### src/rtl/tcm_pkg.sv
// Shared definitions for the tightly-coupled-memory arbiter.
// Holds the outstanding-transaction state encoding, the requester IDs
// used to index one-hot grant vectors, and the byte-to-word address shift.
package tcm_pkg;

   // IDLE: nothing outstanding; PEND_*: one response owed to that requester
   typedef enum logic [1:0] {
      IDLE     = 2'd0,
      PEND_IFU = 2'd1,
      PEND_LSU = 2'd2
   } tcm_state_e;

   // Bit positions inside the one-hot grant vector
   localparam logic SRC_IFU = 1'b0;
   localparam logic SRC_LSU = 1'b1;

   // Byte address bits below this index select a lane inside a word
   localparam int unsigned ADDR_LSB = 2;

endpackage

### src/rtl/tcm_arb_grant.sv
// Priority and starvation logic for the TCM arbiter.
// Ports:
//   ifuValid_i   - fetch request pending
//   lsuValid_i   - load/store request pending
//   canAccept_i  - the arbiter can take a new transaction this cycle
//   starveCnt_i  - consecutive cycles the fetch side has been refused
//   grant_o      - one-hot grant, indexed by SRC_IFU / SRC_LSU
//   starveCnt_o  - next value of the starvation counter
module tcm_arb_grant
   import tcm_pkg::*;
#(
   parameter int STARVE_MAX = 4,
   parameter int CW         = 3
) (
   input  logic          ifuValid_i,
   input  logic          lsuValid_i,
   input  logic          canAccept_i,
   input  logic [CW-1:0] starveCnt_i,
   output logic [1:0]    grant_o,
   output logic [CW-1:0] starveCnt_o
);

   localparam logic [CW-1:0] STARVE_LIM = CW'(STARVE_MAX);

   logic starveForce;

   assign starveForce = (starveCnt_i == STARVE_LIM);

   // The load/store side normally wins a contested cycle; once the fetch
   // side has been refused often enough it takes the next contested grant.
   always_comb begin
      grant_o = '0;
      if (canAccept_i) begin
         if (ifuValid_i && lsuValid_i) begin
            if (starveForce) begin
               grant_o[SRC_IFU] = 1'b1;
            end else begin
               grant_o[SRC_LSU] = 1'b1;
            end
         end else begin
            grant_o[SRC_IFU] = ifuValid_i;
            grant_o[SRC_LSU] = lsuValid_i;
         end
      end
   end

   // Counts every cycle the fetch side asks and is refused, whether it lost
   // to the LSU or the arbiter was busy; saturates at the limit.
   always_comb begin
      starveCnt_o = starveCnt_i;
      if (grant_o[SRC_IFU]) begin
         starveCnt_o = '0;
      end else if (ifuValid_i && !starveForce) begin
         starveCnt_o = starveCnt_i + 1'b1;
      end
   end

endmodule

### src/rtl/tcm_arbiter.sv
// Two-requester arbiter in front of a single-port synchronous SRAM.
// The fetch unit (IFU) and the load/store unit (LSU) share one SRAM port;
// at most one access is outstanding, and its response appears the cycle
// after the grant. A new grant may be made in the same cycle the previous
// response is consumed, giving one access per cycle.
// Ports:
//   clk, rst_n                      - clock, synchronous active-low reset
//   ifu_req_* / ifu_rsp_*           - fetch request and response channels
//   lsu_req_* / lsu_rsp_*           - load/store request and response channels
//   ram_addr/ram_din/ram_we/ram_wem - SRAM command (word index, data, masks)
//   ram_dout                        - SRAM read data, one cycle after address
module tcm_arbiter
   import tcm_pkg::*;
#(
   parameter int AW         = 32,
   parameter int DW         = 32,
   parameter int MW         = 4,
   parameter int STARVE_MAX = 4
) (
   input  logic          clk,
   input  logic          rst_n,
   input  logic          ifu_req_valid,
   output logic          ifu_req_ready,
   input  logic [AW-1:0] ifu_req_addr,
   output logic          ifu_rsp_valid,
   input  logic          ifu_rsp_ready,
   output logic [DW-1:0] ifu_rsp_rdata,
   input  logic          lsu_req_valid,
   output logic          lsu_req_ready,
   input  logic [AW-1:0] lsu_req_addr,
   input  logic          lsu_req_we,
   input  logic [MW-1:0] lsu_req_wem,
   input  logic [DW-1:0] lsu_req_wdata,
   output logic          lsu_rsp_valid,
   input  logic          lsu_rsp_ready,
   output logic [DW-1:0] lsu_rsp_rdata,
   output logic [AW-1:0] ram_addr,
   output logic [DW-1:0] ram_din,
   output logic          ram_we,
   output logic [MW-1:0] ram_wem,
   input  logic [DW-1:0] ram_dout
);

   localparam int CW = (STARVE_MAX < 1) ? 1 : $clog2(STARVE_MAX + 1);

   tcm_state_e    state_q, state_d;
   logic          isStore_q, isStore_d;
   logic [CW-1:0] starveCnt_q, starveCnt_d;
   logic [AW-1:0] lastRdAddr_q, lastRdAddr_d;

   logic          canAccept;
   logic [1:0]    grant;
   logic          grantIfu;
   logic          grantLsu;
   logic [AW-1:0] ifuWordAddr;
   logic [AW-1:0] lsuWordAddr;
   logic          unusedAddrBits;

   assign ifuWordAddr    = {{ADDR_LSB{1'b0}}, ifu_req_addr[AW-1:ADDR_LSB]};
   assign lsuWordAddr    = {{ADDR_LSB{1'b0}}, lsu_req_addr[AW-1:ADDR_LSB]};
   assign unusedAddrBits = ^{ifu_req_addr[ADDR_LSB-1:0], lsu_req_addr[ADDR_LSB-1:0]};

   // A new transaction fits when nothing is owed, or when the owed response
   // is being consumed this very cycle. Nothing is accepted during reset.
   always_comb begin
      canAccept = 1'b0;
      if (rst_n) begin
         unique case (state_q)
            IDLE:     canAccept = 1'b1;
            PEND_IFU: canAccept = ifu_rsp_ready;
            PEND_LSU: canAccept = lsu_rsp_ready;
            default:  canAccept = 1'b0;
         endcase
      end
   end

   tcm_arb_grant #(
      .STARVE_MAX (STARVE_MAX),
      .CW         (CW)
   ) u_grant (
      .ifuValid_i  (ifu_req_valid),
      .lsuValid_i  (lsu_req_valid),
      .canAccept_i (canAccept),
      .starveCnt_i (starveCnt_q),
      .grant_o     (grant),
      .starveCnt_o (starveCnt_d)
   );

   assign grantIfu      = grant[SRC_IFU];
   assign grantLsu      = grant[SRC_LSU];
   assign ifu_req_ready = grantIfu;
   assign lsu_req_ready = grantLsu;

   // Next-state logic: a consumed response returns to IDLE unless a new grant
   // in the same cycle moves straight to the next pending state. Only reads
   // record their word index, because stall cycles replay that index so the
   // SRAM keeps returning the pending read data.
   always_comb begin
      state_d      = state_q;
      isStore_d    = isStore_q;
      lastRdAddr_d = lastRdAddr_q;
      if (canAccept) begin
         state_d   = IDLE;
         isStore_d = 1'b0;
         if (grantIfu) begin
            state_d      = PEND_IFU;
            lastRdAddr_d = ifuWordAddr;
         end else if (grantLsu) begin
            state_d   = PEND_LSU;
            isStore_d = lsu_req_we;
            if (!lsu_req_we) begin
               lastRdAddr_d = lsuWordAddr;
            end
         end
      end
   end

   // SRAM command: the granted address in a grant cycle, otherwise the last
   // read index with writes disabled so the read data holds through stalls.
   always_comb begin
      ram_addr = lastRdAddr_q;
      ram_we   = 1'b0;
      if (grantIfu) begin
         ram_addr = ifuWordAddr;
      end else if (grantLsu) begin
         ram_addr = lsuWordAddr;
         ram_we   = lsu_req_we;
      end
   end

   assign ram_din = lsu_req_wdata;
   assign ram_wem = lsu_req_wem;

   // Responses come straight from the SRAM output; gating with rst_n drops a
   // pending response as soon as reset is asserted.
   assign ifu_rsp_valid = rst_n && (state_q == PEND_IFU);
   assign lsu_rsp_valid = rst_n && (state_q == PEND_LSU);
   assign ifu_rsp_rdata = ifu_rsp_valid ? ram_dout : '0;
   assign lsu_rsp_rdata = (lsu_rsp_valid && !isStore_q) ? ram_dout : '0;

   // State registers with synchronous reset
   always_ff @(posedge clk) begin
      if (!rst_n) begin
         state_q      <= IDLE;
         isStore_q    <= 1'b0;
         starveCnt_q  <= '0;
         lastRdAddr_q <= '0;
      end else begin
         state_q      <= state_d;
         isStore_q    <= isStore_d;
         starveCnt_q  <= starveCnt_d;
         lastRdAddr_q <= lastRdAddr_d;
      end
   end

endmodule

### config.mk
export PLATFORM = sky130hd
export DESIGN_NAME = tcm_arbiter
export DESIGN_NICKNAME = d
export VERILOG_FILES = /design/src/rtl/tcm_pkg.sv /design/src/rtl/tcm_arb_grant.sv /design/src/rtl/tcm_arbiter.sv
export SDC_FILE = /design/constraint.sdc
export NUM_CORES = 1
export LEC_CHECK = 0
export CORE_AREA = 2 2 107 109
export DETAILED_ROUTE_END_ITERATION = 8
export DIE_AREA = 0 0 109 111
export DONT_BUFFER_PORTS = 1
export GPL_ROUTABILITY_DRIVEN = 0
export MAX_ROUTING_LAYER = met4
export SLEW_MARGIN = 10
export SYNTH_ARGS = -nofsm -noshare
export SYNTH_HDL_FRONTEND = slang
export SYNTH_HIERARCHICAL = 1
export SYNTH_SLANG_ARGS = --single-unit
### constraint.sdc
create_clock -name clk -period 3.9 [get_ports clk]
set_input_delay 0.78 -clock clk [delete_from_list [all_inputs] [get_ports clk]]
set_output_delay 0.78 -clock clk [all_outputs]
set_load 0.01 [all_outputs]
==> results of run 1 <==
==> report_power, final <==
part           switching, W  total (W)  leakage [nW]  internal (W)
sequential        0.0000196   0.000422         0.296      0.000403
clock              0.000146   0.000400        0.0712      0.000255
combinational      0.000137   0.000236         0.769     0.0000992
==> layer usage <==
metal	wire (µm)	share of wire, %	GRT usage, %	vias up
met2	4270	49	23.1	156
met1	3300	38	15.2	1129
met3	1060	12	5.11	4
met4	43	0.50	2.39	0
li1	-	-	-	1151
met5	0	0	-	-
==> how the worst min path moves through the flow <==
| stage | to | cells after the start |
|---|---|---|
| 4_1_cts | lastRdAddr_q[9] | 2 |
| 3_3_place_gp | lastRdAddr_q[1] | 2 |
| 2_1_floorplan | lastRdAddr_q[0] | 2 |
| 3_5_place_dp | lastRdAddr_q[1] | 2 |
| 5_1_grt | lastRdAddr_q[20] | 2 |
| 6_report | lastRdAddr_q[23] | 2 |
==> cells in the mapped netlist (all sizes together) (2+ instances only) <==
cell type / n
nor2: 5
and2: 67
ha: 2
mux2i: 90
nand2b: 2
nand3b: 2
dfxtp: 36
inv: 3
and2b: 3
and3b: 2
buf: 52
clkbuf: 13
o21ai: 31
a21oi: 6
nand2: 65
==> worst max-delay path: cells and delay by family <==
family | cells | cell delay (ns)
AO/OA/AOI/OAI | 3 | 0.66
AND/OR/NAND/NOR | 2 | 0.31
buffers and inverters | 1 | 0.28
multiplexers | 1 | 0.28
==> through the flow <==
stage	power (W)	cell area, µm²	setup slack [ns]
floorplan	0.000691	3210	0.729
CTS	0.00108	3110	0.751
global route	0.00113	3120	0.642
detailed placement	0.000670	2960	0.758
finish	0.00106	3120	0.788
global placement	0.000662	2960	0.801
==> cell families (layout without fill, tap and decap cells) <==
kind of cell,Yosys count,in the layout,synth area share (%)
other cells,1,6,0.117
simple gates,150,150,24.5
flops,36,36,22.5
fa+ha+maj,2,2,0.781
compound gates,41,41,7.11
buf+inv,69,18,16.6
mux,91,91,28.5
==> flip-flops by register name, summed over array words and instances, names as in the netlist <==
register      flops
starveCnt_q       3
lastRdAddr_q     30
state_q           2
isStore_q         1
==> layout make-up <==
type                    instances  area (µm²)
diodes                          4        10.0
multi-input cells             286        1990
clock buffers                   8         146
flip-flops and latches         36         721
fillers                      1215        7960
inverters                       3        11.3
well taps                     143         179
repair buffers                  7        65.1
==> impl_metrics.yaml, run 1 <==
placement:
  portBuffers: 0
  dp_hpwl_um: 7230
  dp.cells: 475
pwr:
  power.density_mw_per_mm2: 340
  ir_worst_vdd_v: 0.000165
  p_leak_nw: 1.14
global_route:
  grt_overflow: 0
  grt.total_usage_pct: 13.6
  grt_pass1_vias: 2212
  grt_max_degree: 41
  grt_pass1_wl_um: 12300
  antenna_found_initial: 4
clock_tree:
  path_clk_slew_ns: 0.06
  cts.repair.resized: 0
  cts_hold_repair.buffers: 0
  cts_tree: "yes"
  clkLatencyLatePin_ns: 0.28
  numCtsBuffers: 5
  htreeDepth: 2
  cts_buffer_depth: 2
  root_buffer: "clkbuf_16"
  postCtsSetupBuffers: 0
  clkSinkCount: 36
critical_path:
  crit_slowest_cell: "buf_4"
  r2r_start: "state_q[1]"
  arrival_ns: 2.33
  startpoint: "ifu_rsp_ready"
  cp_cell_sequence: "and2b_4, o21ai_4, nand2_1, a21oi_4, buf_4, mux2i_1, a21oi_1"
  r2r-end: "lastRdAddr_q[25]"
  rrSetupSlack_ns: 1.48
  worstRegToRegCells: 9
  crit_required_ns: 3.12
  cp-end-kind: "output port"
  worst_setup_path_start_kind: "input pin"
  cp_max_fo: 17
  critPathCapture: "ram_addr[29]"
  cpPeakStageDelay_ns: 0.28
  crit_type: "in2out"
routing:
  vias_per_cell: 5.01
  wire_per_inst_um: 17.8
  num_vias: 2440
  drc: 0
  drtIter0Drc: 59
  wl_um: 8670
  antenna_left: 0
  drt-pass1-iter-count: 4
sta:
  slew_headroom_pct: 39.0
  holdWs_ns: 0.458
  max_freq_mhz: 321
  worstMarginPinSlew_ns: 0.914
  setup_viol: 0
  fin_skew_ns: 0.00748
  final-hold-violation-count: 0
  period_needed_ns: 3.11
  final-max-slew-violation-count: 0
  finalCritPeriodShare_pct: 79.8
  tns_ns: 0
  rsz0062_at_grt: "no"
yosys:
  ys_ff_latch: 36
  avgSynthCellArea_um2: 8.22
  ys_top_cells_by_area: "mux2i_1, dfxtp_1, and2_1"
  synth_async_sr_flop_share_pct: 0
  netlist_area_mm2: 0.00320
  ys_seq_area_share_pct: 22.5
  yosys_warnings: 6
  yosysTopAreaCell: "mux2i_1"
  synth.distinct_cells: 34
  synthDominantCellAreaShare_pct: 28.1
  ys.flop_type: "dfxtp_1"
  synth_edf_count: 0
  syn_inst: 390
floorplanning:
  design.die.area_mm2: 0.0121
  die_y_um: 111
  rows: 39
  core_mm2: 0.0111
  dieWidth_um: 109
  initial_core_util_pct: 28.9
  pin_count: 276
final_layout:
  area_growth_pct: -2.66
  drive_gt1_share_pct: 7.06
  final_nets: 480
  stdcell_count: 487
  final_core_util_pct: 28.2
  final_cell_mix: "mux2i_1, and2_1, nand2_1"
  final_common_cell: "mux2i_1"
status:
  status: "completed"
run:
  cap_violations: 0
hold_path:
  min_path_type: "reg2reg"
  holdCritStartpoint: "lastRdAddr_q[23]"
No activity file was read; power rests on OpenSTA's default activity.
==> run 2: changes to the inputs <==
clock period = 3.2 ns   (was 3.9 ns; I/O delays follow)
==> impl_metrics.yaml, run 2 (same netlist as run 1, synthesis figures left out) <==
critical_path:
  cpPeakStageDelay_ns: 0.35
  cp-end-kind: "output port"
  arrival_ns: 2.28
  crit_slowest_cell: "dfxtp_1"
  cp_max_fo: 19
  crit_required_ns: 2.56
  worst_setup_path_start_kind: "flop"
  critPathTopFamily: "compound AO/OA/AOI/OAI gates"
  rrSetupSlack_ns: 0.75
  crit_type: "reg2out"
  worst-path-buf-inv: 1
  cp_cell_sequence: "nand2b_1, o21ai_4, nand2_1, a31oi_4, buf_4, or2_2, nor2_1, a21oi_1"
global_route:
  grt_pass1_wl_um: 12600
  grt_overflow: 0
  grt_util_met1_pct: 15.5
  grt_max_degree: 41
  top_usage_layer: "met2"
  met2_usage_pct: 23.7
  grtUsageMet3_pct: 5.00
  grt_pass1_vias: 2333
  grt.total_usage_pct: 13.9
  antenna_found_initial: 3
clock_tree:
  htreeDepth: 2
  cts_tree: "yes"
  cts_hold_repair.buffers: 0
  postCtsSetupBuffers: 0
  cts.repair.resized: 0
  clkLatencyLatePin_ns: 0.28
  root_buffer: "clkbuf_16"
  path_clk_slew_ns: 0.05
  clkSinkCount: 36
  numCtsBuffers: 5
  cts_buffer_depth: 2
routing:
  wire_per_inst_um: 17.8
  vias_per_cell: 4.91
  wl_um: 8690
  antenna_left: 0
  drt-pass1-iter-count: 4
  drtIter0Drc: 58
  drc: 0
  num_vias: 2403
pwr:
  power.density_mw_per_mm2: 405
  intPower_w: 0.000897
  power_frac_comb_pct: 23.0
  seq_power_share_pct: 40.7
  p_sw_share_pct: 29.1
  p_leak_nw: 1.15
  ir_worst_vdd_v: 0.000209
  p_clk_share_pct: 36.3
  switchingPower_w: 0.000369
sta:
  worstMarginPinSlew_ns: 0.840
  setup_viol: 0
  final-hold-violation-count: 0
  tns_ns: 0
  period_needed_ns: 2.92
  rsz0062_at_grt: "no"
  slew_headroom_pct: 44.0
  finalCritPeriodShare_pct: 91.3
  fin_skew_ns: 0.00588
  max_freq_mhz: 342
  final-max-slew-violation-count: 0
placement:
  dp.cells: 478
  place_area_mm2: 0.00299
  dp_hpwl_um: 7230
  portBuffers: 0
final_layout:
  reg.largest.list: "lastRdAddr_q x30, starveCnt_q x3, state_q x2"
  drive_gt1_share_pct: 7.89
  regMostFlops: "lastRdAddr_q"
  area_growth_pct: -2.34
  final_common_cell: "mux2i_1"
  stdcell_count: 489
  design_area_mm2: 0.00313
  final_nets: 483
  largest_register_ffs: 30
  fill_cells: 1197
  final_cell_mix: "mux2i_1, and2_1, nand2_1"
floorplanning:
  pin_count: 276
  design.die.area_mm2: 0.0121
  die_y_um: 111
  dieWidth_um: 109
  rows: 39
  initial_core_util_pct: 28.9
  core_mm2: 0.0111
run:
  cap_violations: 0
status:
  status: "completed"
hold_path:
  min_path_type: "reg2reg"
run 2: cell types whose count changed in the layout (fill, tap and decap cells not counted), sizes merged:
cell / previous run / this run
buf: 7 / 10
clkbuf: 8 / 6
clkinv: 0 / 1
run 2: final timing paths:
check	cells after the start	end	start
setup reg to reg	10	lastRdAddr_q[26]	state_q[1]
setup / recovery	8	ram_addr[29]	state_q[1]
hold reg to reg	2	lastRdAddr_q[11]	lastRdAddr_q[11]
hold / removal	2	lastRdAddr_q[11]	lastRdAddr_q[11]
run 2: final cells by class:
type	instances	area, µm²	area share (%)
clock inverters	1	5.00	0.160
inverters	3	11.3	0.360
flip-flops and latches	36	721	23.0
well taps	143	179	5.72
clock buffers	6	129	4.12
diodes	4	10.0	0.320
repair buffers	10	87.6	2.80
multi-input cells	286	1990	63.5
run 2: worst min-delay path, stage by stage (launching register included):
cell and delay [ns]:
dfxtp_1 0.30, nand2_1 0.05, mux2i_1 0.05
run 2: per-layer routing:
metal,vias up,share of wire [%]
li1,1158,-
met1,1086,39
met2,153,49
met3,6,11
met4,0,0.83
met5,-,0
run 2: metrics by stage:
step / total power (W) / utilization (%) / hold WS [ns] / setup WS (ns)
global placement: 0.000810 / 27.0 / 0.443 / 0.317
floorplan: 0.000842 / - / 0.434 / 0.309
CTS: 0.00129 / 28.2 / 0.459 / 0.281
detailed placement: 0.000818 / 27.0 / 0.450 / 0.308
finish: 0.00127 / 28.3 / 0.458 / 0.278
global route: 0.00134 / 28.3 / 0.472 / 0.143
run 2: power by group through the flow:
| stage | clock network [W] | registers (W) | logic, W |
|---|---|---|---|
| 5_1_grt | 0.000495 | 0.000520 | 0.000323 |
| 4_1_cts | 0.000483 | 0.000515 | 0.000295 |
| 3_3_place_gp | 0 | 0.000522 | 0.000288 |
| 3_5_place_dp | 0 | 0.000524 | 0.000295 |
| 6_report | 0.000460 | 0.000515 | 0.000291 |
| 2_1_floorplan | 0 | 0.000516 | 0.000325 |
